**config.mk**
```make
export PLATFORM = sky130hd
export DESIGN_NAME = serial_addsub_flat
export DESIGN_NICKNAME = d
export VERILOG_FILES = /design/src/rtl/serial_addsub_if.sv /design/src/rtl/serial_addsub.sv /design/src/flat_wrapper.sv
export SDC_FILE = /design/constraint.sdc
export NUM_CORES = 1
export LEC_CHECK = 0
export CAP_MARGIN = 0
export CORE_MARGIN = 4
export CORE_UTILIZATION = 53
export CTS_BUF_LIST = sky130_fd_sc_hd__clkbuf_4 sky130_fd_sc_hd__clkbuf_8
export CTS_CLUSTER_SIZE = 12
export DETAILED_ROUTE_END_ITERATION = 8
export MAX_ROUTING_LAYER = met4
export PLACE_DENSITY = 0.81
export REMOVE_ABC_BUFFERS = 1
export SETUP_SLACK_MARGIN = 0.2
export SYNTH_ARGS = -nofsm -noshare
export SYNTH_HDL_FRONTEND = slang
export SYNTH_SLANG_ARGS = --single-unit
```
**constraint.sdc**
```tcl
create_clock -name clk -period 1.8 [get_ports clk]
set_clock_uncertainty 0.1 [all_clocks]
set_input_delay 0.36 -clock clk [delete_from_list [all_inputs] [get_ports clk]]
set_output_delay 0.36 -clock clk [all_outputs]
set_load 0.05 [all_outputs]
```
**src/rtl/serial_addsub_if.sv**
```systemverilog
// Operand/result bundle for the bit-serial adder/subtractor.
// Handshake: start (with sub/a/b) is taken on a rising edge while busy=0; done pulses for one cycle when sum/cout/ovf update.
interface serial_addsub_if #(
    parameter int WIDTH = 8
);
    logic             start;
    logic             sub;
    logic [WIDTH-1:0] a;
    logic [WIDTH-1:0] b;
    logic             busy;
    logic             done;
    logic [WIDTH-1:0] sum;
    logic             cout;
    logic             ovf;
    logic [1:0]       state;

    modport master (
        output start, sub, a, b,
        input  busy, done, sum, cout, ovf, state
    );

    modport slave (
        input  start, sub, a, b,
        output busy, done, sum, cout, ovf, state
    );
endinterface

```
**src/rtl/serial_addsub.sv**
```systemverilog
// LSB-first serial adder/subtractor: one full-add cell plus a carry flop, one bit per clock.
// Subtraction is a + ~b + 1, with the +1 entering through the carry flop.
module serial_addsub #(
    parameter int WIDTH = 8
) (
    input  logic           clk,
    input  logic           rst_n,
    serial_addsub_if.slave bus
);
    localparam int CW = (WIDTH > 1) ? $clog2(WIDTH) : 1;

    typedef enum logic [1:0] {
        IDLE = 2'd0,
        RUN  = 2'd1,
        DONE = 2'd2
    } state_t;

    state_t           state;
    state_t           state_next;
    logic [WIDTH-1:0] sa;
    logic [WIDTH-1:0] sb;
    logic [WIDTH-1:0] p;
    logic [WIDTH-1:0] sum_q;
    logic             c;
    logic             cout_q;
    logic             ovf_q;
    logic [CW-1:0]    cnt;
    logic             accept;
    logic             last;
    logic             s;
    logic             cn;

    assign accept = (state != RUN) && bus.start;
    assign last   = (cnt == CW'(WIDTH - 1));
    assign s      = sa[0] ^ sb[0] ^ c;
    assign cn     = (sa[0] & sb[0]) | (sa[0] & c) | (sb[0] & c);

    always_ff @(posedge clk or negedge rst_n) begin
        if (!rst_n) state <= IDLE;
        else        state <= state_next;
    end

    always_comb begin
        state_next = state;
        case (state)
            IDLE:    if (bus.start) state_next = RUN;
            RUN:     if (last) state_next = DONE;
            DONE:    state_next = bus.start ? RUN : IDLE;
            default: state_next = IDLE;
        endcase
    end

    always_ff @(posedge clk or negedge rst_n) begin
        if (!rst_n) begin
            sa     <= '0;
            sb     <= '0;
            p      <= '0;
            c      <= 1'b0;
            cnt    <= '0;
            sum_q  <= '0;
            cout_q <= 1'b0;
            ovf_q  <= 1'b0;
        end else if (accept) begin
            sa  <= bus.a;
            sb  <= bus.b ^ {WIDTH{bus.sub}};
            p   <= '0;
            c   <= bus.sub;
            cnt <= '0;
        end else if (state == RUN) begin
            sa  <= {1'b0, sa[WIDTH-1:1]};
            sb  <= {1'b0, sb[WIDTH-1:1]};
            p   <= {s, p[WIDTH-1:1]};
            c   <= cn;
            cnt <= cnt + CW'(1);
            // On the MSB cycle c is the carry into the sign bit, so cn^c is signed overflow.
            if (last) begin
                sum_q  <= {s, p[WIDTH-1:1]};
                cout_q <= cn;
                ovf_q  <= cn ^ c;
            end
        end
    end

    assign bus.busy  = (state == RUN);
    assign bus.done  = (state == DONE);
    assign bus.sum   = sum_q;
    assign bus.cout  = cout_q;
    assign bus.ovf   = ovf_q;
    assign bus.state = state;
endmodule

```
**src/flat_wrapper.sv**
```systemverilog
// flat-port wrapper written by rule: the top's interface ports become plain ports
module serial_addsub_flat 
#(
    parameter int WIDTH = 8
)
  (clk, rst_n, bus_start, bus_sub, bus_a, bus_b, bus_busy, bus_done, bus_sum, bus_cout, bus_ovf, bus_state);
  serial_addsub_if #(.WIDTH(WIDTH)) bus_i ();
  input  logic clk;
  input  logic rst_n;
  input wire logic [$bits(bus_i.start)-1:0] bus_start;
  input wire logic [$bits(bus_i.sub)-1:0] bus_sub;
  input wire logic [$bits(bus_i.a)-1:0] bus_a;
  input wire logic [$bits(bus_i.b)-1:0] bus_b;
  output wire logic [$bits(bus_i.busy)-1:0] bus_busy;
  output wire logic [$bits(bus_i.done)-1:0] bus_done;
  output wire logic [$bits(bus_i.sum)-1:0] bus_sum;
  output wire logic [$bits(bus_i.cout)-1:0] bus_cout;
  output wire logic [$bits(bus_i.ovf)-1:0] bus_ovf;
  output wire logic [$bits(bus_i.state)-1:0] bus_state;
  assign bus_i.start = bus_start;
  assign bus_i.sub = bus_sub;
  assign bus_i.a = bus_a;
  assign bus_i.b = bus_b;
  assign bus_busy = bus_i.busy;
  assign bus_done = bus_i.done;
  assign bus_sum = bus_i.sum;
  assign bus_cout = bus_i.cout;
  assign bus_ovf = bus_i.ovf;
  assign bus_state = bus_i.state;
  serial_addsub #(.WIDTH(WIDTH)) u_core (.clk(clk), .rst_n(rst_n), .bus(bus_i));
endmodule
```
Yosys cells after proc, flatten, opt, wreduce, memory -nomap -nowiden
Index checks and enable logic that the tools add are counted.
- add/subtract/negate cells: 1
- multiply operators: 0
- div/mod/pow operators: 0
- order comparisons: 0
- eq/ne operators: 6
- shifts and indexed selects: 0
- mux-type cells: 14
- bitwise operators: 10
- reduce and logical (&&, ||, !) cells: 5
- operators with widths (operator ; number):
    two-way mux 8 bit ; 6
    XOR 8 bit ; 1
    two-way mux 3 bit ; 2
    one-hot mux 2 bit (3 select lines) ; 1
    two-way mux 2 bit ; 2
    inequality test 2 x 1 -> 1 bit, second input constant ; 2
    adder 3 x 1 -> 3 bit, second input constant ; 1
    bitwise AND 1 bit ; 3
    == test 3 bit, second input constant ; 1
    two-way mux 1 bit ; 3
    AND reduction 3 bit ; 1
    XOR 1 bit ; 3
    == test 2 x 1 -> 1 bit, second input constant ; 1
    == test 2 bit, second input constant ; 1
    zero test 2 bit ; 1
    inequality test 2 bit, second input constant ; 1
    bitwise OR 1 bit ; 2
    AND reduction 2 bit ; 1
    nonzero test 2 bit ; 1
    logical AND 1 bit ; 1
    NOT 1 bit ; 1
- register bits: 40
- bits in latches: 0
- RAM bits: 0
- bits in read-only memories: 0
- input port bits: 20
- memories kept: 0

Depth between registers and ports, before layout
- depth after elaboration: 5
- mapped depth: 6
- mapped depth without buffers: 5

Least setup slack after synthesis
Ideal clock, no wire load.
- kind: flip-flop to output port
- start: register u_core.state[1] (netlist: u_core.bus.state[1])
- end: output bus_done
- arrival: 1.407 ns
- required time: 1.340 ns
- path slack: -0.067 ns
- stages on the path, launching flop included: 2
- path through: dfrtp_1 nor2b_1
- longest elaborated chain between the ends: 1
- RTL lines (item ; RTL line ; text):
    from (decl) ; serial_addsub.sv:18 ; state_t state;
    from (signal assigned) ; serial_addsub.sv:40 ; else state <= state_next;
    == test 2 bit ; serial_addsub.sv:85 ; assign bus.done = (state == DONE);
    to (decl) ; flat_wrapper.sv:15 ; output wire logic [$bits(bus_i.done)-1:0] bus_done;
No other way between the ends.

Final worst setup path
- start: register u_core.state[1] (netlist: u_core.bus.state[1])
- end: output bus_busy
- longest elaborated chain between the ends: 1
- RTL lines (item ; RTL line ; text):
    == test 2 x 1 -> 1 bit ; serial_addsub.sv:84 ; assign bus.busy = (state == RUN);
    to (decl) ; flat_wrapper.sv:14 ; output wire logic [$bits(bus_i.busy)-1:0] bus_busy;
No other way between the ends.

==> run summary <==
hold path depth -> 2
post-synth top area share -> 0.5528
Worst EP required -> 1340 ps
largest net degree at the start of global routing -> 40
via/cell ratio -> 4.984
CP Launch Point -> u_core.bus.state[1]
outcome -> finished clean
setup tns final -> 0 ps
global placer's final weighted congestion -> 0.8107
Top delay family on crit path -> flip-flops
die width -> 65.72 microns
crit path kind -> flip-flop to output pin
global-route wire length before repair -> 5.823 mm
unrepaired setup endpoints after global routing -> true
fmax -> 622.0 MHz
CP Depth -> 3
initial DRC count -> 66
average size of a mapped cell -> 11.24 sq um
CP max stage cell -> dfrtp_1
DP HPWL -> 2.387 mm
Clk Tree Root Cell -> clkbuf_4
Layout area overhead -> 29.13%
Cell Pwr Density -> 1642 mW/mm^2
RR Endpoint -> u_core.bus.sum[5]
fin crit period -> 1608 ps
post-synthesis async set-or-reset flop share -> 1.000
FF+latch count, synth -> 39
Cell Area, Synth -> 0.001765 sq mm
crit path DAT -> 1150 ps
Starting Density -> 0.5644
worst-skew pair later-pin latency -> 330 ps
Setup crit start kind -> flip-flop
# DRC -> 0
count leader, synth -> dfrtp_1
remaining antenna violation count -> 0
number of enable flip-flop cells after synthesis -> 0
min-delay src -> u_core.sa[5]
Buf/Inv on CP -> 2
class of the worst hold path -> flip-flop to flip-flop
vias -> 1226
Final Hold Fails -> 0
antenna violations before repair -> 0
gr usage total -> 0.1815
vias in the first global route -> 1240
relative slew slack -> 0.6804
design area -> 0.002280 sq mm
Commonest cells post-synth -> 39 x dfrtp_1, 34 x nand2_1, 25 x o21ai_0, 16 x mux2i_1
worst-margin pin slew -> 479.4 ps
CTS H-tree depth -> 2
Reg2Reg Depth -> 5
Placement Cell Area -> 0.002145 sq mm
clock sinks -> 39
PortBufs -> 33
Core ar. -> 0.003128 sq mm
# rows -> 20
flop2flop setup slack -> 240 ps
CTS tree -> built
fin crit share -> 0.8932
Slowest Stage Delay on Critical Path -> 430 ps
Place WS -> 145.9 ps
full die area -> 0.004318 sq mm
final setup margin -> 192.3 ps
first-pass iteration count of the detailed router -> 5
Routed WL -> 3.271 mm
CTS Buf Count -> 5
crit path max fanout -> 4
Max VDD drop -> 0.9890 mV
Post-Syn Instances -> 157
# setup viols final -> 0
WL/cell -> 13.30 microns
hold worst-path end -> u_core.sa[4]
Slew Limit Fails -> 0
maximum root-to-sink buffer count -> 2
Synth cell types -> 23
Die Y-Extent -> 65.72 microns
Critical R2R Launch -> u_core.cnt[1]
Worst Setup End Kind -> output pin
Ys Warns -> 0
Top FF cell, synth -> dfrtp_1
Yosys top cell by area -> dfrtp_1
total power draw -> 3743 uW
Antenna Cells -> 0
clk slew on worst S/H paths -> 110 ps
crit path cell chain -> nand2b_4, inv_4, buf_12
leakage -> 0.001106 uW
synth top area cells -> dfrtp_1 55%, mux2i_1 9.1%, nand2_1 7.2%
GRT Residual Overflow -> 0
layout cells sized above 1 -> 0.2525
sequential area share after synthesis -> 0.5528
I/O Pins -> 34
# nets final -> 224
MaxCap Viol Count -> 0
[per-layer routing]
| metal | vias to the layer above | GRT usage | share of wire |
|---|---|---|---|
| met1 | 579 | 0.2297 | 0.45 |
| met5 | - | - | 0 |
| li1 | 609 | - | - |
| met4 | 0 | 0.03886 | 0.0076 |
| met2 | 34 | 0.2891 | 0.49 |
| met3 | 4 | 0.05470 | 0.057 |
[cells by family after synthesis]
group / share of synthesized area
buf+inv: 0.04252
flops: 0.5528
xor+xnor: 0.04465
compound gates: 0.08292
fa+ha+maj: 0.02551
mux: 0.1630
simple gates: 0.08859
[layout by cell type (no fill, tap or decap)]
| master | count |
|---|---|
| nand2_1 | 34 |
| fa_1 | 1 |
| xor2_1 | 7 |
| dfrtp_1 | 38 |
| buf_6 | 2 |
| o22ai_1 | 1 |
| o21ai_0 | 25 |
| mux2_4 | 8 |
| mux2_2 | 1 |
| clkdlybuf4s50_1 | 18 |
| xnor2_1 | 2 |
| clkinv_2 | 1 |
| nand2b_4 | 1 |
| nand3b_1 | 1 |
| inv_1 | 2 |
| dfrtp_2 | 1 |
| ha_2 | 2 |
| inv_4 | 1 |
| a21oi_1 | 1 |
| nor2_1 | 1 |
| nand3_1 | 1 |
| clkbuf_4 | 7 |
| nor2b_2 | 1 |
| mux2i_1 | 16 |
| buf_12 | 3 |
| dlygate4sd3_1 | 1 |
| o21ai_1 | 2 |
| buf_4 | 22 |
| buf_2 | 1 |
[through the flow]
stage | utilization | hold WS [ps] | instances
finish | 0.7288 | 389.8 | 246
global placement | 0.6856 | 329.0 | 232
detailed placement | 0.6856 | 344.8 | 232
floorplan | - | -35.59 | 147
CTS | 0.7240 | 396.5 | 245
global route | 0.7288 | 431.6 | 246
[cell type report]
| cell class | instances | area (sq um) |
|---|---|---|
| Clock buffer | 7 | 52.55 |
| Multi-Input combinational cell | 105 | 733.2 |
| Timing Repair Buffer | 47 | 442.9 |
| Inverter | 3 | 13.76 |
| Sequential cell | 39 | 977.2 |
| Fill cell | 233 | 848.3 |
| Tap cell | 44 | 55.05 |
| Clock inverter | 1 | 5.005 |
[power breakdown]
group	switching, uW	internal [uW]
Sequential	247	1250
Combinational	1030	764
Clock	268	183
[worst max path at each step]
stage / to / slack (ps)
2_1_floorplan: u_core.c / -460
3_3_place_gp: u_core.bus.sum[0] / 210
3_5_place_dp: u_core.bus.sum[0] / 150
4_1_cts: bus_busy / 190
5_1_grt: bus_busy / 120
6_report: bus_busy / 190
[sequential cells by signal (all words and copies together), names as in the netlist]
signal / flops
u_core.c: 1
u_core.p: 7
u_core.sa: 8
u_core.bus.ovf: 1
u_core.bus.sum: 8
u_core.cnt: 3
u_core.bus.state: 2
u_core.bus.cout: 1
u_core.sb: 8
[worst register-to-register path, cell delays in order, from the launching register on]
cell,delay [ps]
dfrtp_1,400
ha_2,190
ha_2,170
nand3b_1,130
buf_6,170
mux2_4,300
[what timing repair did]
action                     in CTS  in global routing
setup buffers                   4                  1
pin swaps                       1                  1
hold buffers                    1                  0
resized for setup               9                  2
setup endpoints to repair      10                  4
hold endpoints to repair       39                  0
No activity file was read; power rests on OpenSTA's default activity.
